### config.mk
export PLATFORM = sky130hd
export DESIGN_NAME = nine_segment_frame_sequencer
export DESIGN_NICKNAME = d
export VERILOG_FILES = /design/src/rtl/nine_segment_pkg.sv /design/src/rtl/nine_segment_frame_sequencer_dwell_timer.sv /design/src/rtl/nine_segment_frame_sequencer.sv
export SDC_FILE = /design/constraint.sdc
export NUM_CORES = 1
export LEC_CHECK = 0
export ABC_AREA = 1
export CAP_MARGIN = 15
export CORE_ASPECT_RATIO = 0.5
export CORE_MARGIN = 5
export CORE_UTILIZATION = 43
export CTS_CLUSTER_DIAMETER = 60
export DETAILED_ROUTE_END_ITERATION = 7
export PLACE_DENSITY_LB_ADDON = 0.1
export SLEW_MARGIN = 20
export SYNTH_ARGS = -nofsm -noshare
export SYNTH_HDL_FRONTEND = slang
export SYNTH_SLANG_ARGS = --single-unit
### constraint.sdc
create_clock -name clk -period 1.8 [get_ports clk]
set_input_delay 0.36 -clock clk [delete_from_list [all_inputs] [get_ports clk]]
set_output_delay 0.36 -clock clk [all_outputs]
set_load 0.01 [all_outputs]
### src/rtl/nine_segment_pkg.sv
// rtl/nine_segment_pkg.sv - shared types for the nine-segment frame sequencer
package nine_segment_pkg;

  typedef logic [8:0] segment_t;

  localparam segment_t SEG_BLANK = 9'h000;

  typedef enum logic {
    IDLE = 1'b0,
    PLAY = 1'b1
  } seq_state_t;

endpackage

### src/rtl/nine_segment_frame_sequencer_dwell_timer.sv
// rtl/nine_segment_frame_sequencer_dwell_timer.sv - per-frame dwell countdown
// Expires in the last cycle of a frame; a zero dwell value behaves as one cycle.
module dwell_timer #(
  parameter int DWELL_W = 16
) (
  input  logic               clk,
  input  logic               rst,
  input  logic               load_i,
  input  logic               clr_i,
  input  logic               run_i,
  input  logic [DWELL_W-1:0] value_i,
  output logic               expire_o
);

  logic [DWELL_W-1:0] cnt_q, cnt_d;

  always_comb begin
    cnt_d = cnt_q;
    if (clr_i) begin
      cnt_d = '0;
    end else if (load_i) begin
      cnt_d = (value_i == '0) ? '0 : value_i - DWELL_W'(1);
    end else if (run_i && (cnt_q != '0)) begin
      cnt_d = cnt_q - DWELL_W'(1);
    end
  end

  always_ff @(posedge clk or posedge rst) begin
    if (rst) begin
      cnt_q <= '0;
    end else begin
      cnt_q <= cnt_d;
    end
  end

  assign expire_o = run_i && (cnt_q == '0);

endmodule

### src/rtl/nine_segment_frame_sequencer.sv
// rtl/nine_segment_frame_sequencer.sv - frame buffer with timed playback to a nine-segment display
// Frames are loaded in IDLE and replayed cyclically in PLAY, each shown for a sampled dwell.
module nine_segment_frame_sequencer
  import nine_segment_pkg::*;
#(
  parameter int DEPTH   = 4,
  parameter int DWELL_W = 16
) (
  input  logic                       clk,
  input  logic                       reset,
  input  logic                       wr_valid,
  output logic                       wr_ready,
  input  logic [8:0]                 wr_data,
  input  logic                       clear,
  input  logic                       start,
  input  logic                       stop,
  input  logic [DWELL_W-1:0]         dwell,
  output logic [8:0]                 segments,
  output logic [$clog2(DEPTH)-1:0]   frame_idx,
  output logic                       busy,
  output logic                       advance
);

  localparam int AW = $clog2(DEPTH);
  localparam int CW = AW + 1;

  seq_state_t    state_q, state_d;
  logic [CW-1:0] count_q, count_d;
  logic [AW-1:0] wr_ptr_q, wr_ptr_d;
  logic [AW-1:0] rd_ptr_q, rd_ptr_d;
  segment_t      seg_q, seg_d;
  logic [AW-1:0] idx_q, idx_d;
  logic          adv_q, adv_d;

  segment_t      mem_q [DEPTH];

  logic          wr_fire;
  logic          rd_last;
  logic [AW-1:0] rd_next;
  logic          tmr_load;
  logic          tmr_clr;
  logic          tmr_expire;

  // Gated by reset so the write handshake stays closed while reset is held.
  assign wr_ready = !reset && (state_q == IDLE) && (count_q < CW'(DEPTH)) && !clear;
  assign wr_fire  = wr_valid && wr_ready;

  assign rd_last = ({1'b0, rd_ptr_q} == (count_q - CW'(1)));
  assign rd_next = rd_last ? '0 : rd_ptr_q + AW'(1);

  dwell_timer #(
    .DWELL_W (DWELL_W)
  ) u_dwell_timer (
    .clk      (clk),
    .rst      (reset),
    .load_i   (tmr_load),
    .clr_i    (tmr_clr),
    .run_i    (state_q == PLAY),
    .value_i  (dwell),
    .expire_o (tmr_expire)
  );

  always_ff @(posedge clk) begin
    if (wr_fire) begin
      mem_q[wr_ptr_q] <= wr_data;
    end
  end

  always_comb begin
    state_d  = state_q;
    count_d  = count_q;
    wr_ptr_d = wr_ptr_q;
    rd_ptr_d = rd_ptr_q;
    seg_d    = seg_q;
    idx_d    = idx_q;
    adv_d    = 1'b0;
    tmr_load = 1'b0;
    tmr_clr  = 1'b0;

    unique case (state_q)
      IDLE: begin
        if (clear) begin
          count_d  = '0;
          wr_ptr_d = '0;
        end else if (wr_fire) begin
          count_d  = count_q + CW'(1);
          wr_ptr_d = wr_ptr_q + AW'(1);
        end
        // Stop wins over start; a simultaneous clear also blocks entry so PLAY never sees an empty buffer.
        if (start && !stop && !clear && (count_q != '0)) begin
          state_d  = PLAY;
          rd_ptr_d = '0;
          seg_d    = mem_q[0];
          idx_d    = '0;
          tmr_load = 1'b1;
        end
      end
      PLAY: begin
        if (stop) begin
          state_d  = IDLE;
          rd_ptr_d = '0;
          seg_d    = SEG_BLANK;
          idx_d    = '0;
          tmr_clr  = 1'b1;
        end else if (tmr_expire) begin
          rd_ptr_d = rd_next;
          seg_d    = mem_q[rd_next];
          idx_d    = rd_next;
          adv_d    = 1'b1;
          tmr_load = 1'b1;
        end
      end
      default: begin
        state_d = IDLE;
      end
    endcase
  end

  always_ff @(posedge clk or posedge reset) begin
    if (reset) begin
      state_q  <= IDLE;
      count_q  <= '0;
      wr_ptr_q <= '0;
      rd_ptr_q <= '0;
      seg_q    <= SEG_BLANK;
      idx_q    <= '0;
      adv_q    <= 1'b0;
    end else begin
      state_q  <= state_d;
      count_q  <= count_d;
      wr_ptr_q <= wr_ptr_d;
      rd_ptr_q <= rd_ptr_d;
      seg_q    <= seg_d;
      idx_q    <= idx_d;
      adv_q    <= adv_d;
    end
  end

  assign segments  = seg_q;
  assign frame_idx = idx_q;
  assign busy      = (state_q == PLAY);
  assign advance   = adv_q;

endmodule

# ---- Word level (Yosys, flattened, before mapping)
# Memories as Yosys holds them, arrays and structs flattened.
# Cells that the tools add are included.
dict set report op_classes {
  n_addsub 6
  order_cmp 1
  eq_ne 3
  muxes 28
  bitwise 1
  n_reduce_logical 20
}
# operator count
set ops {}
lappend ops {{$mux W16} 4}
lappend ops {{$logic_not A16 Y1} 2}
lappend ops {{$sub A16 B1 Y16 const B} 2}
lappend ops {{$mux W9} 3}
lappend ops {{$pmux W9 S2} 1}
lappend ops {{$reduce_bool A16 Y1} 1}
lappend ops {{$mux W2} 6}
lappend ops {{$logic_and A1 B1 Y1} 9}
lappend ops {{$mux W1} 9}
lappend ops {{$mux W3} 2}
lappend ops {{$reduce_bool A3 Y1} 2}
lappend ops {{$add A2 B1 Y2 const B} 2}
lappend ops {{$pmux W1 S2} 2}
lappend ops {{$pmux W2 S2} 1}
lappend ops {{$reduce_and A2 Y1} 2}
lappend ops {{$add A3 B1 Y3 const B} 1}
lappend ops {{$eq A2 B3 Y1} 1}
lappend ops {{$logic_not A1 Y1} 3}
lappend ops {{$lt A3 B3 Y1 const B} 1}
lappend ops {{$ne A3 B2 Y1 const B} 1}
lappend ops {{$sub A3 B1 Y3 const B} 1}
lappend ops {{$ne A2 B1 Y1 const B} 1}
lappend ops {{$reduce_bool A2 Y1} 1}
lappend ops {{$not A1 Y1} 1}
dict set report totals {
  register_bits 34
  ramBits 36
  in_bits 31
  out_inout_bits 14
  wordCells 67
  n_memories 1
}
# name words width read_ports rd_clocked_by_memory_dff write_ports line
set memory_table {}
lappend memory_table {mem_q 4 9 2 0 1 nine_segment_frame_sequencer.sv:35} ;# segment_t mem_q [DEPTH];

# ---- Longest topological paths before layout
dict set report logic_depth {
  depth_word 8
  mapped_depth 13
  mapped_depth_nobuf 12
}

# ---- By module
# From an unflattened synthesis, not the netlist that was laid out.
dict set report hier_totals {
  hier_cells 530
  area_unflattened_um2 4129.0
}
# mod n_inst cells_per_inst area_per_inst_um2 seq_area_each_um2
set by_module_without_submodules {}
lappend by_module_without_submodules {nine_segment_frame_sequencer 1 228 2392.3 1531.5}
lappend by_module_without_submodules {dwell_timer 1 302 1736.7 400.4}

# ---- Least setup slack after synthesis
# No wires, ideal clock.
dict set report synth_path {
  kind {flip-flop to flip-flop}
  from {register state_q, in the netlist busy}
  to {memory mem_q[0][0] (netlist bit) (enable)}
  setup_ns 0.374
  arrival_time_ns 1.571
  t_required_ns 1.426
  setup_slack_ns -0.146
  path_stages_with_launch 4
  path_buffers 0
  period_less_slack_ns 1.946
  cell_sequence {dfrtp_1 > nor4_2 > nand2_1 > nor2_1}
}
dict set report synth_between {
  elab_chain_cells 7
}
# element line
set synth_lines {}
lappend synth_lines {{from (decl)} nine_segment_frame_sequencer.sv:27} ;# seq_state_t state_q, state_d;
lappend synth_lines {{from (signal assigned)} nine_segment_frame_sequencer.sv:129} ;# state_q <= state_d;
lappend synth_lines {{$not A1 Y1 (no line)} n/a}
lappend synth_lines {{$logic_and A1 B1 Y1 (3 in a row)} nine_segment_frame_sequencer.sv:45} ;# assign wr_ready = !reset && (state_q == IDLE) && (count_q < CW'(DEPTH)) && !clear;
lappend synth_lines {{via wr_ready} nine_segment_frame_sequencer.sv:12} ;# output logic wr_ready,
lappend synth_lines {{$logic_and A1 B1 Y1} nine_segment_frame_sequencer.sv:46} ;# assign wr_fire = wr_valid && wr_ready;
lappend synth_lines {{$mux W1} nine_segment_frame_sequencer.sv:64} ;# if (wr_fire) begin
lappend synth_lines {{$mux W1 (not written as such)} nine_segment_frame_sequencer.sv:65} ;# mem_q[wr_ptr_q] <= wr_data;
lappend synth_lines {{to (decl)} nine_segment_frame_sequencer.sv:35}
# The timed path passes the listed nets, and every way through them passes these cells.

# ---- Final worst setup path
dict set report layout_path {
  from {input clear}
  to {output wr_ready}
}
dict set report layout_between {
  elab_chain_cells 2
}
# element line
set layout_lines {}
lappend layout_lines {{from (decl)} nine_segment_frame_sequencer.sv:14} ;# input logic clear,
lappend layout_lines {{$logic_not A1 Y1} nine_segment_frame_sequencer.sv:45}
lappend layout_lines {{$logic_and A1 B1 Y1} nine_segment_frame_sequencer.sv:45}
lappend layout_lines {{to (decl)} nine_segment_frame_sequencer.sv:12}
# No other way between the ends.

==> flow_metrics.py <==
metrics = {
    "status": {
        "status": "completed",
    },
    "critical_path": {
        "cp_max_fo": 2,
        "critPathMaxStageDelay_ns": 0.43,
        "timing.critical_path.buf_inv": 2,
        "worstSetupPathType": "input port to primary output",
        "cp.required_ns": 1.44,
        "cp.arrival_ns": 1.39,
        "cp_slowest_cell": "clkdlybuf4s50_1",
        "end_kind": "primary output",
        "crit_family": "buffers and inverters",
        "cp_cell_sequence": "clkdlybuf4s50_1, nor4_2, dlygate4sd2_1",
        "start_kind": "input port",
        "rrSetupSlack_ns": 0.06,
    },
    "synth": {
        "synthMuxAreaShare_pct": 0,
        "yosysSeqAreaShare_pct": 47.4,
        "async_reset_ff_share_pct": 48.6,
        "synth_warnings": 0,
        "synth_area_per_cell_sq_um": 8.01,
        "synth_top_family_by_area": "simple AND/OR/NAND/NOR gates",
        "synth_xor_area_share_pct": 3.66,
        "synth_compound_area_share_pct": 6.58,
        "netlist-cell-type-count": 34,
        "yosys.area_share.simple_pct": 30.1,
        "ys_seq_elements": 70,
        "synth_cells": 508,
        "synth_edf_count": 36,
        "synth_fa_ha_area_share_pct": 3.07,
        "syn_nets": 549,
        "netlist_area_sq_mm": 0.00407,
        "synth_ff_type": "edfxtp_1",
    },
    "global_routing": {
        "first_global_vias": 3547,
        "gr-total-overflow": 0,
        "grt_max_degree": 28,
        "antenna_found_initial": 0,
        "grt_usage_pct": 19.0,
        "grt_pass1_wl_mm": 17.4,
    },
    "placed_design": {
        "dp_slack_ns": -0.288,
        "hpwl_mm": 7.24,
        "port_buffers": 44,
        "gp_congestion": 0.852,
    },
    "timing": {
        "hold_viol": 0,
        "setup_viol": 0,
        "post-route-period-util_pct": 97.5,
        "clock-skew-final_ns": 0.00634,
        "period_minus_slack_ns": 1.75,
        "maxSlewViolCount": 0,
        "fmax_ghz": 0.570,
        "max-slew-margin-rel_pct": 74.6,
        "rsz0062_at_grt": "true",
        "worst_hold_slack_ns": 0.352,
        "worst_pin_slew_ns": 0.381,
        "fin_ws_ns": 0.0452,
    },
    "clocking": {
        "clkSinkCount": 70,
        "path_clk_slew_ns": 0.06,
        "cts_made_buffers": 9,
        "htreeDepth": 3,
        "clockRootBuffer": "clkbuf_16",
        "clock_latency_ns": 0.34,
        "cts.path.max_buffers": 2,
        "cts_tree": "built",
        "ctsHoldBuffers": 0,
    },
    "route": {
        "first_iter_violations": 203,
        "ant_nets": 0,
        "first_pass_iters": 4,
        "wl_mm": 10.4,
        "post-route-drc-count": 0,
        "wl_per_cell_um": 14.0,
        "vias_per_cell": 4.82,
        "num_vias": 3568,
    },
    "floorplan": {
        "start_util_pct": 43.5,
        "rows": 25,
        "dieWidth_um": 148,
        "core_area_sq_mm": 0.00935,
        "design.die.area_sq_mm": 0.0116,
        "die_height_um": 78.8,
        "pin_count": 45,
    },
    "power": {
        "peakVddDrop_uv": 592,
        "p_leak_nw": 2.56,
        "power_density_mw_per_mm2": 1260,
        "finalPower_w": 0.00700,
    },
    "cells_and_area": {
        "drive_above_1_share_pct": 22.3,
        "layout.nets": 656,
        "area_delta_synth_final_pct": 36.8,
        "final_cell_mix": "nand2_1, inv_1, nor2_1",
        "mostFrequentLayoutCell": "nand2_1",
        "diodes": 0,
    },
    "worst_hold_path": {
        "hold_path.class": "input port to asynchronous set/reset pin",
    },
    "flow_run": {
        "maxCapViolations": 0,
    },
}
cell usage after synthesis, types with 2 or more instances:
cell      number  area share [%]
a21oi_2        8             1.7
buf_6          5             1.4
dfrtp_1       34              21
a21oi_1        8            0.98
nand3b_1       3            0.55
or2_2          3            0.46
nand2_4        2            0.55
ha_1          10             3.1
edfxtp_1      36              27
inv_2          3            0.28
clkbuf_1       2            0.18
nor2_1        71             6.5
buf_2          4            0.49
nand2_2        2            0.31
xor2_1        10             2.2
o21ai_0       19             2.3
nand3_1       68             8.4
nor3_1         4            0.49
inv_1         71             6.5
o22ai_1        2            0.31
nand2_1      115              11
xnor2_1        7             1.5
nor2_2         4            0.61
o21ai_1        4            0.49
nand4_1        4            0.61
routing by layer:
layer  wire length [um]  GRT usage (%)  vias up
met5                  0              0        -
met4                160           5.95        0
met3                540           5.25       17
met2               4710           31.8       75
met1               5000           24.2     1619
li1                   -              -     1857
per-stage QoR:
step                setup TNS, ns  utilization [%]  cells  instance area [sq um]
finish                          0             59.6    741                   5570
floorplan                   -5.24                -    508                   4070
global placement           -12.70             54.0    720                   5050
global route               -0.321             59.6    741                   5570
detailed placement         -14.68             54.0    720                   5050
CTS                             0             57.4    736                   5370
flip-flops by register name, indices dropped and copies added (netlist names):
signal	flops
u_dwell_timer.cnt_q	16
frame_idx	2
segments	9
mem_q	36
count_q	3
wr_ptr_q	2
advance	1
busy	1
logic make-up (layout without fill, tap and decap cells):
kind of cell             after synthesis  in the layout
XOR/XNOR                              17             17
AND/OR/NAND/NOR                      280            280
flip-flops                            70             70
AO/OA/AOI/OAI                         44             45
buffers and inverters                 87            198
adder cells (fa/ha/maj)               10             10
worst paths after layout:
check / start / end / depth (start not counted)
max in group asynchronous: reset / u_dwell_timer.cnt_q[15]$_DFFE_PP0P_ / 3
max: clear / wr_ready / 3
min: reset / u_dwell_timer.cnt_q[1]$_DFFE_PP0P_ / 2
min in group clk: segments[8]$_DFFE_PP0P_ / segments[8]$_DFFE_PP0P_ / 2
max reg2reg: count_q[1]$_DFFE_PP0P_ / segments[5]$_DFFE_PP0P_ / 14
min reg2reg: segments[8]$_DFFE_PP0P_ / segments[8]$_DFFE_PP0P_ / 2
what timing repair did:
| action | in CTS | in global routing |
|---|---|---|
| setup buffers | 0 | 3 |
| gates resized for setup | 11 | 38 |
| setup endpoints to repair | 11 | 38 |
| pin swaps | 0 | 9 |
| cloned | 0 | 2 |
worst register-to-register path: stages (launching register included):
cell	delay, ns
dfrtp_1	0.39
inv_2	0.10
ha_4	0.20
inv_2	0.05
nand2_1	0.04
nand2_1	0.08
nand3_2	0.10
buf_6	0.15
nand2_4	0.08
buf_8	0.14
nand2_1	0.07
nand3_2	0.06
nand2_1	0.05
nand2_1	0.07
a21oi_2	0.05
where the power goes:
group          switching [W]  internal (W)  total, W
registers           0.000239       0.00199   0.00223
clock network       0.000667       0.00111   0.00177
logic                0.00162       0.00138   0.00300
final cells by class:
class                           instances  area (sq um)
Timing Repair Buffer                  107           993
Tap cell                              121           151
Multi-Input combinational cell        352          1910
Fill cell                             838          3780
Sequential cell                        70          1930
Inverter                               75           285
Clock inverter                          4          48.8
Clock buffer                           12           246
Note: power is estimated with default switching activity, not from simulation.
